`config.mk`:
```
export PLATFORM = sky130hd
export DESIGN_NAME = fifo_rd_stream_flat
export DESIGN_NICKNAME = d
export VERILOG_FILES = /design/src/rtl/fifo_rd_stream_if.sv /design/src/rtl/fifo_rd_stream.sv /design/src/flat_wrapper.sv
export SDC_FILE = /design/constraint.sdc
export NUM_CORES = 1
export LEC_CHECK = 0
export CORE_MARGIN = 3
export CORE_UTILIZATION = 46
export CTS_CLUSTER_SIZE = 16
export DETAILED_ROUTE_END_ITERATION = 10
export PLACE_DENSITY_LB_ADDON = 0.25
export SYNTH_ARGS = -nofsm -noshare
export SYNTH_HDL_FRONTEND = slang
export SYNTH_SLANG_ARGS = --single-unit
```
`constraint.sdc`:
```
create_clock -name r_clk -period 1.8 [get_ports r_clk]
set_input_delay 0.36 -clock r_clk [delete_from_list [all_inputs] [get_ports r_clk]]
set_output_delay 0.36 -clock r_clk [all_outputs]
set_load 0.03 [all_outputs]
```
`src/rtl/fifo_rd_stream_if.sv`:
```
// Read-side stream bundle: FIFO read port on one side, valid/ready stream on the other.
// The master modport is the adapter's view; the slave modport is the environment's view.
interface fifo_rd_stream_if #(
    parameter int DW = 8,
    parameter int CW = 3
);
    logic          r_empty;
    logic          r_en;
    logic [DW-1:0] r_data;
    logic          flush;
    logic          m_valid;
    logic          m_ready;
    logic [DW-1:0] m_data;
    logic [CW-1:0] buf_cnt;

    modport master (
        input  r_empty, r_data, flush, m_ready,
        output r_en, m_valid, m_data, buf_cnt
    );

    modport slave (
        output r_empty, r_data, flush, m_ready,
        input  r_en, m_valid, m_data, buf_cnt
    );
endinterface

```
`src/rtl/fifo_rd_stream.sv`:
```
// FWFT adapter: turns the FIFO's 1-cycle-latency r_en/r_empty port into a valid/ready stream.
// A small prefetch buffer with credit-based issue keeps m_ready out of the r_en path.
module fifo_rd_stream #(
    parameter int DW        = 8,
    parameter int BUF_DEPTH = 3,
    parameter int CW        = 3
) (
    input  logic            r_clk,
    input  logic            r_rst,
    fifo_rd_stream_if.master bus
);
    localparam int PW = (BUF_DEPTH > 1) ? $clog2(BUF_DEPTH) : 1;

    logic [DW-1:0] mem [BUF_DEPTH];
    logic [PW-1:0] head;
    logic [PW-1:0] tail;
    logic [CW-1:0] occ;
    logic          inflight;
    logic          discard;

    logic          rd_issue;
    logic          capture;
    logic          pop;
    logic [CW:0]   credit;

    function automatic logic [PW-1:0] wrap_inc(input logic [PW-1:0] p);
        return (p == PW'(BUF_DEPTH - 1)) ? '0 : p + PW'(1);
    endfunction

    // occ + inflight counts every word already claimed from the FIFO
    assign credit   = {1'b0, occ} + (CW+1)'(inflight);
    assign rd_issue = !r_rst && !bus.flush && !bus.r_empty
                      && (credit < (CW+1)'(BUF_DEPTH));
    assign capture  = inflight && !discard;
    assign pop      = bus.m_valid && bus.m_ready;

    assign bus.r_en    = rd_issue;
    assign bus.m_valid = (occ != '0);
    assign bus.m_data  = bus.m_valid ? mem[head] : '0;
    assign bus.buf_cnt = occ;

    always_ff @(posedge r_clk) begin
        if (r_rst) begin
            occ      <= '0;
            head     <= '0;
            tail     <= '0;
            inflight <= 1'b0;
            discard  <= 1'b0;
        end else if (bus.flush) begin
            occ      <= '0;
            head     <= '0;
            tail     <= '0;
            inflight <= rd_issue;
            discard  <= inflight;
        end else begin
            inflight <= rd_issue;
            discard  <= 1'b0;
            occ      <= occ + CW'(capture) - CW'(pop);
            if (capture)
                tail <= wrap_inc(tail);
            if (pop)
                head <= wrap_inc(head);
        end
    end

    // storage is not reset; m_data is masked until a word is valid
    always_ff @(posedge r_clk) begin
        if (capture)
            mem[tail] <= bus.r_data;
    end
endmodule

```
`src/flat_wrapper.sv`:
```
// flat-port wrapper written by rule: the top's interface ports become plain ports
module fifo_rd_stream_flat 
#(
    parameter int DW        = 8,
    parameter int BUF_DEPTH = 3,
    parameter int CW        = 3
)
  (r_clk, r_rst, bus_r_empty, bus_r_data, bus_flush, bus_m_ready, bus_r_en, bus_m_valid, bus_m_data, bus_buf_cnt);
  fifo_rd_stream_if #(.DW(DW), .CW(CW)) bus_i ();
  input  logic r_clk;
  input  logic r_rst;
  input wire logic [$bits(bus_i.r_empty)-1:0] bus_r_empty;
  input wire logic [$bits(bus_i.r_data)-1:0] bus_r_data;
  input wire logic [$bits(bus_i.flush)-1:0] bus_flush;
  input wire logic [$bits(bus_i.m_ready)-1:0] bus_m_ready;
  output wire logic [$bits(bus_i.r_en)-1:0] bus_r_en;
  output wire logic [$bits(bus_i.m_valid)-1:0] bus_m_valid;
  output wire logic [$bits(bus_i.m_data)-1:0] bus_m_data;
  output wire logic [$bits(bus_i.buf_cnt)-1:0] bus_buf_cnt;
  assign bus_i.r_empty = bus_r_empty;
  assign bus_i.r_data = bus_r_data;
  assign bus_i.flush = bus_flush;
  assign bus_i.m_ready = bus_m_ready;
  assign bus_r_en = bus_i.r_en;
  assign bus_m_valid = bus_i.m_valid;
  assign bus_m_data = bus_i.m_data;
  assign bus_buf_cnt = bus_i.buf_cnt;
  fifo_rd_stream #(.DW(DW), .BUF_DEPTH(BUF_DEPTH), .CW(CW)) u_core (.r_clk(r_clk), .r_rst(r_rst), .bus(bus_i));
endmodule
```
Word level (Yosys, flattened, before mapping)
Memories as Yosys holds them, arrays and structs flattened. A register that Yosys moved wholly into a read port is not among the register bits.
Cells that the tools add are included.
Operators by class
  add/subtract/negate cells: 5
  magnitude comparators: 1
  equality and inequality tests: 2
  mux-type cells: 7
  bitwise operators: 1
  reduce and logical (&&, ||, !) cells: 12
Operators by type and width (number)
  $mux 2: 4
  $mux 8: 1
  $logic_and 1x1->1: 5
  $add 2x1->2 const B: 2
  $add 3x1->4: 1
  $eq 2x2->1 const B: 2
  $logic_not 1->1: 4
  $lt 4x2->1 const B: 1
  $reduce_or 2->1: 2
  $add 3x1->3: 1
  $reduce_bool 3->1: 1
  $sub 3x1->3: 1
  $mux 1: 2
  $not 1->1: 1
Storage, ports and cells
  register bits after elaboration: 9
  RAM bits: 24
  input port bits: 13
  output and inout port bits: 13
  word-level logic and storage cells: 34
  memories: 1
Memory list
  u_core.mem: words 3, bits a word 8, rd ports 1, clocked after memory_dff 1, wr ports 1, line fifo_rd_stream.sv:14  | logic [DW-1:0] mem [BUF_DEPTH];

Longest topological paths before layout
Gate-level depths: netlist of the first run.
  word-level depth: 4
  gate-level depth with buffers: 8
  gate-level depth less buffers: 8

Worst setup path after synthesis of the first run
Ideal clock, no wire load.
  kind: flip-flop to flip-flop
  start: register u_core.occ[0], in the netlist u_core.bus.buf_cnt[0]
  end: register u_core.occ[1], in the netlist u_core.bus.buf_cnt[1]
  setup time: 0.115 ns
  data arrival time: 1.949 ns
  required time: 1.685 ns
  setup slack: -0.264 ns
  stages on the path, launching flop included: 8
  path buffers: 0
  period minus slack after synthesis: 2.064 ns
  cells stage by stage: dfxtp_1 -> o31ai_4 -> inv_1 -> ha_1 -> inv_1 -> ha_1 -> fa_1 -> and2_1
Between the ends
  cells in the longest elaborated chain, start to end: 3
  elaborated cells between the ends (all ways): 4
  those cells by class: add/sub (2); reduce/logical (2)
RTL lines
  start, declared: line fifo_rd_stream.sv:17  | logic [CW-1:0] occ;
  start signal, assigned: line fifo_rd_stream.sv:58  | occ <= occ + CW'(capture) - CW'(pop);
  $reduce_bool 3->1: line fifo_rd_stream.sv:38  | assign bus.m_valid = (occ != '0);
  $logic_and 1x1->1: line fifo_rd_stream.sv:35  | assign pop = bus.m_valid && bus.m_ready;
  named net u_core.pop: line fifo_rd_stream.sv:23  | logic pop;
  $sub 3x1->3: line fifo_rd_stream.sv:58
The timed path passes the listed nets, and every way through them passes these cells.
A chain may end at the register's enable or synchronous reset.

Final worst setup path of the first run
Same ends and word-level chain as after synthesis.

==> results.py, run 1 <==
metrics = {
    "setup_path": {
        "rrSetupSlack_ns": -0.11,
        "path_buf_inv": 3,
        "slowest_stage": "fa_2",
        "r2r-end": "u_core.bus.buf_cnt[1]$_SDFF_PP0_",
        "end_kind": "flip-flop",
        "path_delay_family": "adder cells",
        "crit_arrival_ns": 2.13,
        "path_class": "reg -> reg",
        "path_max_fanout": 4,
        "path_cells": "buf_6 -> o31ai_4 -> inv_1 -> ha_1 -> inv_1 -> ha_2 -> fa_2 -> and2_1",
        "slowest_delay_ns": 0.42,
        "crit_required_ns": 2.02,
        "ff2ff_path_depth": 8,
        "reg2reg_from": "u_core.bus.buf_cnt[0]$_SDFF_PP0_",
        "cpMostUsedCell": "inv_1",
        "startpoint_type": "flip-flop",
    },
    "synthesis": {
        "avgSynthCellArea_sq_um": 14.3,
        "synth_edf_count": 24,
        "synth_top_family_by_area": "multiplexers",
        "synth_flop_cell": "edfxtp_1",
        "synth-simple-area-share_pct": 10.9,
        "async_flop_share_pct": 0,
        "yosysTopAreaCellShare_pct": 48.5,
        "synth.area.mux_share_pct": 11.4,
        "syn_nets": 123,
        "syn-instance-count": 104,
        "ys_types": 27,
        "syn_area_sq_mm": 0.00149,
        "synth_xor_area_share_pct": 1.18,
        "synth_top_area_cell": "edfxtp_1",
        "yosysWarnings": 0,
        "synthTopCellsByArea": "edfxtp_1 (48%), dfxtp_1 (15%), mux2_2 (6.1%)",
        "ys_seq_area_share_pct": 63.3,
        "ys_ff_latch": 35,
        "synth-adder-area-share_pct": 5.56,
        "synth_compound_area_share_pct": 4.80,
    },
    "place": {
        "place_area_sq_mm": 0.00189,
        "dp_hpwl_microns": 2000,
        "portBuffers": 25,
        "gp_congestion": 0.715,
    },
    "die": {
        "dieWidth_microns": 62.8,
        "die-area_sq_mm": 0.00395,
        "rows": 20,
        "ios": 26,
        "die_y_microns": 62.8,
        "initial_core_util_pct": 48.3,
        "core_sq_mm": 0.00308,
    },
    "global_routing": {
        "grt_pass1_vias": 1000,
        "antenna_found_initial": 0,
        "grt_util_all_layers_pct": 16.8,
        "grt_pass1_wl_microns": 5010,
        "grt_max_degree": 12,
        "gr-total-overflow": 0,
    },
    "route": {
        "met2WireLength_microns": 1640,
        "dr_total_vias": 956,
        "routedWlPerCell_microns": 15.6,
        "drtIter0Drc": 38,
        "drc": 0,
        "via_per_inst": 4.93,
        "wl_met1_microns": 1240,
        "ant_nets": 0,
        "top_layer": "met4",
        "routed_wl_microns": 3020,
        "dr_wl_met3_microns": 95,
        "drt_pass1_iterations": 4,
    },
    "power": {
        "irDropWorstVdd_mv": 0.500,
        "powerDensity_mw_per_mm2": 717,
        "p_leak_uw": 0.000816,
    },
    "cts": {
        "root_buffer": "clkbuf_4",
        "postCtsHoldBufs": 0,
        "cts_sinks": 35,
        "cts_max_level": 2,
        "numCtsBuffers": 5,
        "clkTransAtPathRegs_ns": 0.09,
        "clk_latency_ns": 0.32,
        "cts_tree": "yes",
        "cts_max_path_buffers": 2,
    },
    "sta": {
        "final.setup.worst_slack_ns": -0.112,
        "hold_violations": 0,
        "maxSlewViolCount": 0,
        "fmax_ghz": 0.523,
        "tightest_slew_ns": 0.350,
        "setup_viol": 12,
        "relSlewSlack_pct": 76.6,
        "fin_worst_skew_ns": 0.0114,
        "rsz0062_at_grt": "yes",
        "timing.final.crit_share_pct": 106,
        "period_minus_slack_ns": 1.91,
    },
    "layout": {
        "layout_common_cells": "edfxtp_1 (24), buf_4 (14), clkdlybuf4s50_1 (13)",
        "insertedDiodeCount": 0,
        "layout_commonest_cell": "edfxtp_1",
        "fin_area_sq_mm": 0.00212,
        "fill_cells": 250,
        "nets": 168,
        "layout-drive-gt1-share_pct": 44.7,
        "area_growth_pct": 42.3,
        "final_util_pct": 68.7,
    },
    "run": {
        "drv_cap": 0,
    },
    "worst_hold_path": {
        "holdCritPathClass": "reg -> reg",
        "hold_start": "u_core.head[0]$_SDFFE_PP0P_",
        "timing.hold.worst_path_depth": 2,
    },
    "run_status": {
        "status": "complete, but fails checks",
        "violations": "setup timing",
    },
}
cell usage after synthesis (2+ instances only):
| library cell | instances |
|---|---|
| a21oi_1 | 5 |
| a31o_2 | 2 |
| and2_1 | 3 |
| and3_1 | 2 |
| buf_2 | 3 |
| dfxtp_1 | 11 |
| edfxtp_1 | 24 |
| ha_1 | 5 |
| inv_1 | 7 |
| mux2_2 | 8 |
| mux2i_1 | 8 |
| nor2_1 | 11 |
worst reg2reg max path, stage by stage, from the launching register on:
cell and delay, ns:
dfxtp_4 0.36, buf_6 0.13, o31ai_4 0.18, inv_1 0.07, ha_1 0.29, inv_1 0.06
ha_2 0.17, fa_2 0.42, and2_1 0.14
registers in the layout (all words and copies together), names as in the netlist, named ones only:
signal / flops
u_core.mem: 24
u_core.bus.buf_cnt: 3
u_core.head: 2
u_core.inflight: 1
u_core.discard: 1
u_core.tail: 2
metrics by stage:
step                      TNS [ns]  hold WS (ns)  setup slack, ns  cells  total power (uW)
after floorplan             -0.272         0.459           -0.142    104              1000
after global placement       -1.62         0.476           -0.279    182              1100
after detailed placement     -1.92         0.521           -0.322    182              1110
after CTS                   -0.436         0.541           -0.115    191              1490
after global routing         -1.48         0.589           -0.206    194              1580
final                       -0.582         0.547           -0.112    194              1520
where the power goes:
group	internal [uW]	switching, uW
Combinational	127	127
Sequential	870	9.73
Clock	147	236
logic make-up (layout without fill, tap and decap cells):
family                   Yosys count  after routing
AO/OA/AOI/OAI                      9              9
flip-flops                        35             35
adder cells (fa/ha/maj)            6              6
XOR/XNOR                           2              2
multiplexers                      16             16
buffers and inverters             10             56
AND/OR/NAND/NOR                   26             26
metal layers:
| layer | GRT usage [%] | vias to the layer above |
|---|---|---|
| li1 | - | 468 |
| met1 | 20.0 | 471 |
| met2 | 29.2 | 13 |
| met3 | 4.14 | 4 |
| met4 | 6.61 | 0 |
| met5 | 0 | - |
worst max-delay path by stage:
stage / start / end / slack (ns) / cells after the start
floorplan: u_core.bus.buf_cnt[2]$_SDFF_PP0_ / u_core.bus.buf_cnt[1]$_SDFF_PP0_ / -0.14 / 7
detailed placement: bus_m_ready / u_core.bus.buf_cnt[2]$_SDFF_PP0_ / -0.32 / 9
finish: u_core.bus.buf_cnt[0]$_SDFF_PP0_ / u_core.bus.buf_cnt[1]$_SDFF_PP0_ / -0.11 / 8
global route: u_core.bus.buf_cnt[0]$_SDFF_PP0_ / u_core.bus.buf_cnt[1]$_SDFF_PP0_ / -0.21 / 8
CTS: u_core.bus.buf_cnt[0]$_SDFF_PP0_ / u_core.bus.buf_cnt[1]$_SDFF_PP0_ / -0.12 / 8
global placement: bus_m_ready / u_core.bus.buf_cnt[1]$_SDFF_PP0_ / -0.28 / 8
cell type report:
class	instances	area [sq um]	share of cell area, %
clock buffer	6	41.3	1.95
clock inverter	2	8.76	0.414
inverter	7	26.3	1.24
multi-input combinational	59	634	30.0
sequential	35	956	45.2
tap	44	55.1	2.60
timing repair buffer	41	394	18.6
repair_timing:
item,4_1_cts,5_1_grt
pin swaps,3,4
cloned,0,1
buffers inserted,1,2
gates resized for setup,74,26
endpoints found under the setup margin,13,12
No activity file was read; power rests on OpenSTA's default activity.
==> run 2, diff against run 1 <==
--- a/config.mk
+++ b/config.mk
@@ -9,7 +9,7 @@
 export CORE_UTILIZATION = 46
 export CTS_CLUSTER_SIZE = 16
 export DETAILED_ROUTE_END_ITERATION = 10
-export PLACE_DENSITY_LB_ADDON = 0.25
+export PLACE_DENSITY = 0.71
 export SYNTH_ARGS = -nofsm -noshare
 export SYNTH_HDL_FRONTEND = slang
 export SYNTH_SLANG_ARGS = --single-unit
==> run 2 against run 1 <==
- the run still ends with setup timing left
- routed wire length shrank 8.2%
- via count shrank 2.9%
- first-iteration DRC count shrank 47%
- sequential power is essentially flat
- global-route usage shrank 1.4 points
- sequential share of layout area grew 2.2 points
- final cell count shrank 1.5%
- combinational power shrank 16%
- sequential cell count is the same
- clock power grew 40%
- register-to-register slack is essentially flat
- count of clock-buffer cells in the layout shrank 1
- largest power group unchanged
==> results.py, run 2 (synthesis results as in run 1) <==
metrics = {
    "die": {
        "rows": 20,
        "dieWidth_microns": 62.8,
        "core_sq_mm": 0.00308,
        "die_y_microns": 62.8,
        "die-area_sq_mm": 0.00395,
        "initial_core_util_pct": 48.3,
        "ios": 26,
    },
    "cts": {
        "cts_tree": "yes",
        "root_buffer": "clkbuf_4",
        "numCtsBuffers": 5,
        "cts_max_level": 2,
        "cts_sinks": 35,
        "cts_max_path_buffers": 2,
        "clkTransAtPathRegs_ns": 0.10,
        "clk_latency_ns": 0.34,
    },
    "route": {
        "top_layer": "met4",
        "met2WireLength_microns": 1420,
        "ant_nets": 0,
        "routedWlPerCell_microns": 14.5,
        "via_per_inst": 4.86,
        "drtIter0Drc": 20,
        "dr_wl_met3_microns": 111,
        "wl_met1_microns": 1180,
        "routed_wl_microns": 2770,
        "dr_total_vias": 928,
        "drc": 0,
        "drt_pass1_iterations": 4,
    },
    "sta": {
        "setup_viol": 12,
        "fmax_ghz": 0.516,
        "period_minus_slack_ns": 1.94,
        "final.setup.worst_slack_ns": -0.137,
        "holdWs_ns": 0.523,
        "finalSetupTns_ns": -0.647,
        "timing.final.crit_share_pct": 108,
        "relSlewSlack_pct": 77.7,
        "tightest_slew_ns": 0.334,
        "hold_violations": 0,
        "maxSlewViolCount": 0,
        "rsz0062_at_grt": "yes",
        "fin_worst_skew_ns": 0.00950,
    },
    "layout": {
        "layout_commonest_cell": "edfxtp_1",
        "top_register": "u_core.mem",
        "insertedDiodeCount": 0,
        "layout_common_cells": "edfxtp_1 (24), buf_4 (17), clkdlybuf4s50_1 (12)",
        "fin_area_sq_mm": 0.00201,
        "nets": 165,
        "fill_cells": 243,
        "area_growth_pct": 35.4,
        "layout-drive-gt1-share_pct": 37.4,
        "largest_reg_flops": 24,
    },
    "power": {
        "intPower_uw": 1260,
        "p_leak_uw": 0.000789,
        "clock_power_share_pct": 32.8,
        "p_sw_uw": 369,
        "switching_share_pct": 22.6,
        "irDropWorstVdd_mv": 0.432,
        "combPwrFrac_pct": 13.2,
        "powerDensity_mw_per_mm2": 810,
        "p_seq_share_pct": 54.0,
    },
    "global_routing": {
        "grt_max_degree": 12,
        "grt_util_all_layers_pct": 15.4,
        "gr-total-overflow": 0,
        "grt_pass1_vias": 1003,
        "grt_pass1_wl_microns": 4560,
        "antenna_found_initial": 0,
    },
    "place": {
        "dp_hpwl_microns": 1930,
        "place_area_sq_mm": 0.00187,
        "portBuffers": 25,
        "pre_cts_slack_ns": -0.352,
        "gp_congestion": 0.679,
    },
    "run_status": {
        "violations": "setup timing",
        "status": "complete, but fails checks",
    },
    "setup_path": {
        "path_max_fanout": 3,
        "path_cells": "ha_2 -> ha_4 -> xnor2_1 -> and3_1 -> buf_6",
        "slowest_stage": "dfxtp_4",
        "rrSetupSlack_ns": -0.11,
        "slowest_delay_ns": 0.37,
        "crit_required_ns": 1.44,
        "path_delay_family": "flip-flops",
        "path_class": "reg -> out",
        "crit_arrival_ns": 1.58,
        "path_buf_inv": 1,
        "end_kind": "output pin",
        "startpoint_type": "flip-flop",
    },
    "worst_hold_path": {
        "holdCritPathClass": "reg -> reg",
    },
    "run": {
        "drv_cap": 0,
    },
}
[run 2: path summary, 6_finish.rpt]
path | cells past startpoint | startpoint | endpoint
hold / removal | 2 | u_core.head[0]$_SDFFE_PP0P_ | u_core.head[0]$_SDFFE_PP0P_
hold reg to reg | 2 | u_core.head[0]$_SDFFE_PP0P_ | u_core.head[0]$_SDFFE_PP0P_
setup reg to reg | 8 | u_core.bus.buf_cnt[0]$_SDFF_PP0_ | u_core.bus.buf_cnt[1]$_SDFF_PP0_
setup / recovery | 5 | u_core.bus.buf_cnt[0]$_SDFF_PP0_ | bus_r_en
[run 2: final cells by class]
type                    count  area [sq um]  area share [%]
clock inverters             3          38.8            1.93
repair buffers             38           342            17.0
flip-flops and latches     35           953            47.4
clock buffers               5          37.5            1.87
multi-input cells          59           559            27.8
inverters                   7          26.3            1.31
well taps                  44          55.1            2.74
[run 2: worst register-to-register path, delay by kind of cell (launching register included)]
| family | cells | cell delay, ns |
|---|---|---|
| simple gates | 1 | 0.14 |
| compound gates | 1 | 0.19 |
| buf+inv | 3 | 0.25 |
| fa+ha+maj | 3 | 0.86 |
| flops | 1 | 0.37 |
[run 2: per-layer routing]
| metal | up-vias | GRT usage [%] |
|---|---|---|
| li1 | 457 | - |
| met1 | 443 | 18.3 |
| met2 | 20 | 25.3 |
| met3 | 8 | 5.04 |
| met4 | 0 | 7.44 |
| met5 | - | 0 |
[run 2: metrics by stage]
step | util, % | total power [uW] | cells
3_5_place_dp | 60.6 | 1110 | 181
6_report | 65.4 | 1630 | 191
3_3_place_gp | 60.6 | 1100 | 181
2_1_floorplan | - | 1000 | 104
5_1_grt | 65.4 | 1700 | 191
4_1_cts | 64.9 | 1640 | 191
[run 2: power by group through the flow]
stage	combinational, uW	sequential, uW	clock, uW
finish	215	880	535
global route	231	883	584
floorplan	97.2	904	0
CTS	213	880	545
global placement	201	899	0
detailed placement	206	900	0
[run 2: what timing repair did]
item | 4_1_cts | 5_1_grt
resized for setup | 71 | 4
setup buffers | 2 | 0
cloned | 0 | 0
pin swaps | 7 | 6
setup endpoints to repair | 15 | 12
hold buffers | 0 | 0
==> RTL edit (settings of run 2) <==
`CW` is set to 3 in 3 places; all go to 6.
--- a/src/rtl/fifo_rd_stream_if.sv
+++ b/src/rtl/fifo_rd_stream_if.sv
@@ -4,3 +4,3 @@
     parameter int DW = 8,
-    parameter int CW = 3
+    parameter int CW = 6
 );
--- a/src/rtl/fifo_rd_stream.sv
+++ b/src/rtl/fifo_rd_stream.sv
@@ -5,3 +5,3 @@
     parameter int BUF_DEPTH = 3,
-    parameter int CW        = 3
+    parameter int CW        = 6
 ) (
--- a/src/flat_wrapper.sv
+++ b/src/flat_wrapper.sv
@@ -5,3 +5,3 @@
     parameter int BUF_DEPTH = 3,
-    parameter int CW        = 3
+    parameter int CW        = 6
 )
Interface: changed (resized bus_buf_cnt); port bits go from 26 to 29. No check against the original RTL was run, so the function may have changed too.
==> RTL edit against run 2 <==
  * The run still ends with setup timing left
  * Routed wire length increased by 35%
  * Sequential cell count increased by 3
  * Setup slack got worse by 290 ps
  * Non-clock buffer count increased by 27
  * Synthesized area increased by 19%
  * Final area increased by 32%
  * Utilization increased by 10 points
  * Largest cell class unchanged
Power is not compared: it rests on default switching activity, and its combinational part moved more than twofold at a synthesized area within 25%.
==> RTL edit: results (changes against run 2) <==
stage,metric,value,unit,change
status,status,"complete, but fails checks",,unchanged
status,violated checks,setup timing,,unchanged
cts,clock slew at reported path FFs,70,ps,was 100 ps
route,drt wl/cell,13.81,µm,was 14.51 µm
critical_path,WP data arrival,2400,ps,was 1580 ps
synth,Area contributors post-synth,"edfxtp_1 41%, dfxtp_1 16%, ha_1 9.9%, a21oi_1 5.4%, nor2_1 4.9%",,"was edfxtp_1 48%, dfxtp_1 15%, mux2_2 6.1%, mux2i_1 5.4%, ha_1 4.2%"
route,drt total wl,3730,µm,was 2771 µm
worst_hold_path,Hold Crit Class,flip-flop to flip-flop,,unchanged
synth,"Seq/Total Area, Yosys",56.46,%,was 63.30%
placement,HPWL Detailed,2659,µm,was 1930 µm
grt,GR Util All Layers,17.61,%,was 15.44%
cells_and_area,Reg area,0.001021,mm²,was 953.4 µm²
placement,Setup WS pre-CTS,-486.8,ps,was -352.2 ps
placement,I/O Buffers,28,,was 25
placement,placed insts,249,,was 181
route,wl on met1,1645,µm,was 1181 µm
placement,gp weighted congestion,0.8296,,was 0.6785
synth,"Distinct cells, synth",31,,was 27
sta,Final WS setup,-426.0,ps,was -136.9 ps
cells_and_area,Filler cells,237,,was 243
cts,root buffer cell,clkbuf_8,,was clkbuf_4
route,met2 wire length,1860,µm,was 1420 µm
critical_path,cell count of the worst reg-to-reg path,15,,was 8
route,initial DRC count,52,,was 20
route,metal3 WL,161,µm,was 111 µm
grt,number of global-route vias before repair,1287,,was 1003
cts,clk_lat worst skew,290,ps,was 340 ps
route,vias per inst,4.989,,was 4.859
synth,syn_nets,183,,was 123
critical_path,FF-to-FF End,u_core.bus.buf_cnt[4],,was u_core.bus.buf_cnt[1]
sta,Slew HR,78.69,%,was 77.66%
critical_path,Reg-to-Reg Start,u_core.bus.buf_cnt[2],,was u_core.bus.buf_cnt[0]
sta,Setup Viol. Count Final,15,,was 12
synth,syn avg cell area,11.44,µm²,was 14.29 µm²
cells_and_area,layout cell share with drive strength beyond 1,39.29,%,was 37.41%
grt,first-pass GRT wire length,5761,µm,was 4560 µm
sta,clock skew,7.420,ps,was 9.502 ps
synth,synth cell count leaders,"24 x edfxtp_1, 23 x nor2_1, 19 x a21oi_1, 14 x dfxtp_1, 14 x ha_1",,"was 24 x edfxtp_1, 11 x dfxtp_1, 11 x nor2_1, 8 x mux2_2, 8 x mux2i_1"
==> RTL edit: cell types whose count changed after synthesis, moves of 4 or more <==
cell / change
ha_1: +9
nor2_1: +12
mux2_2: -8
xnor2_1: +4
nand2_1: +4
a21oi_1: +14
==> RTL edit: cells by family (layout without fill, tap and decap cells) <==
group	after synthesis	count (layout)	share of synthesized area (%)
DFF	38	38	56.46
AOI/OAI and AO/OA	23	23	6.987
buffers and inverters	15	84	3.529
adders and majority gates	15	15	11.01
xor gates and xnor gates	5	5	2.470
and+or+nand+nor	51	51	15.03
muxes	8	8	4.517
==> RTL edit: cell type report <==
cell class,count,area share [%]
repair buffers,65,22.24
well taps,46,2.163
flip-flops and latches,38,38.36
clock buffers,5,2.586
inverters,11,2.116
multi-input cells,102,31.92
clock inverters,3,0.6112
==> RTL edit: power groups by stage <==
stage	Combinational, mW	Sequential (mW)	Clock, mW
6_report	2.76	1.09	0.549
5_1_grt	2.96	1.09	0.607
4_1_cts	2.25	1.09	0.563
3_5_place_dp	2.23	1.11	0
3_3_place_gp	2.19	1.10	0
2_1_floorplan	1.29	1.21	0
==> RTL edit: worst max path at each step <==
stage	from	end
finish	u_core.bus.buf_cnt[2]	u_core.bus.buf_cnt[4]
global route	u_core.bus.buf_cnt[2]	u_core.bus.buf_cnt[4]
global placement	u_core.bus.buf_cnt[2]	u_core.bus.buf_cnt[4]
detailed placement	bus_m_ready	u_core.bus.buf_cnt[4]
floorplan	u_core.bus.buf_cnt[2]	u_core.bus.buf_cnt[4]
CTS	u_core.bus.buf_cnt[2]	u_core.bus.buf_cnt[4]
==> RTL edit: timing repair <==
item                                    4_1_cts  5_1_grt
gates resized for setup                      39       50
pin swaps                                    11        7
setup buffers                                 4       11
endpoints found under the setup margin       20       16
==> RTL edit: critical path: stages, from the launching register on <==
cell	delay, ps
dfxtp_4	360
inv_4	60
ha_4	130
nand2_4	40
nor3_4	170
inv_4	60
nand2_4	70
inv_4	40
ha_4	250
inv_2	40
ha_4	150
fa_2	340
a21oi_2	120
o21bai_1	80
xnor2_1	150
nor2_1	50
==> RTL edit: stage by stage <==
step	power [mW]	hold slack, ps
floorplan	2.491	458.9
global placement	3.290	475.2
detailed placement	3.340	494.2
CTS	3.900	502.9
global route	4.658	549.1
finish	4.400	501.1
==> RTL edit: routing by layer <==
metal / track usage, % / up-vias
met5: 0 / -
met4: 7.444 / 0
met3: 5.747 / 8
met2: 29.84 / 24
met1: 20.29 / 636
li1: - / 679
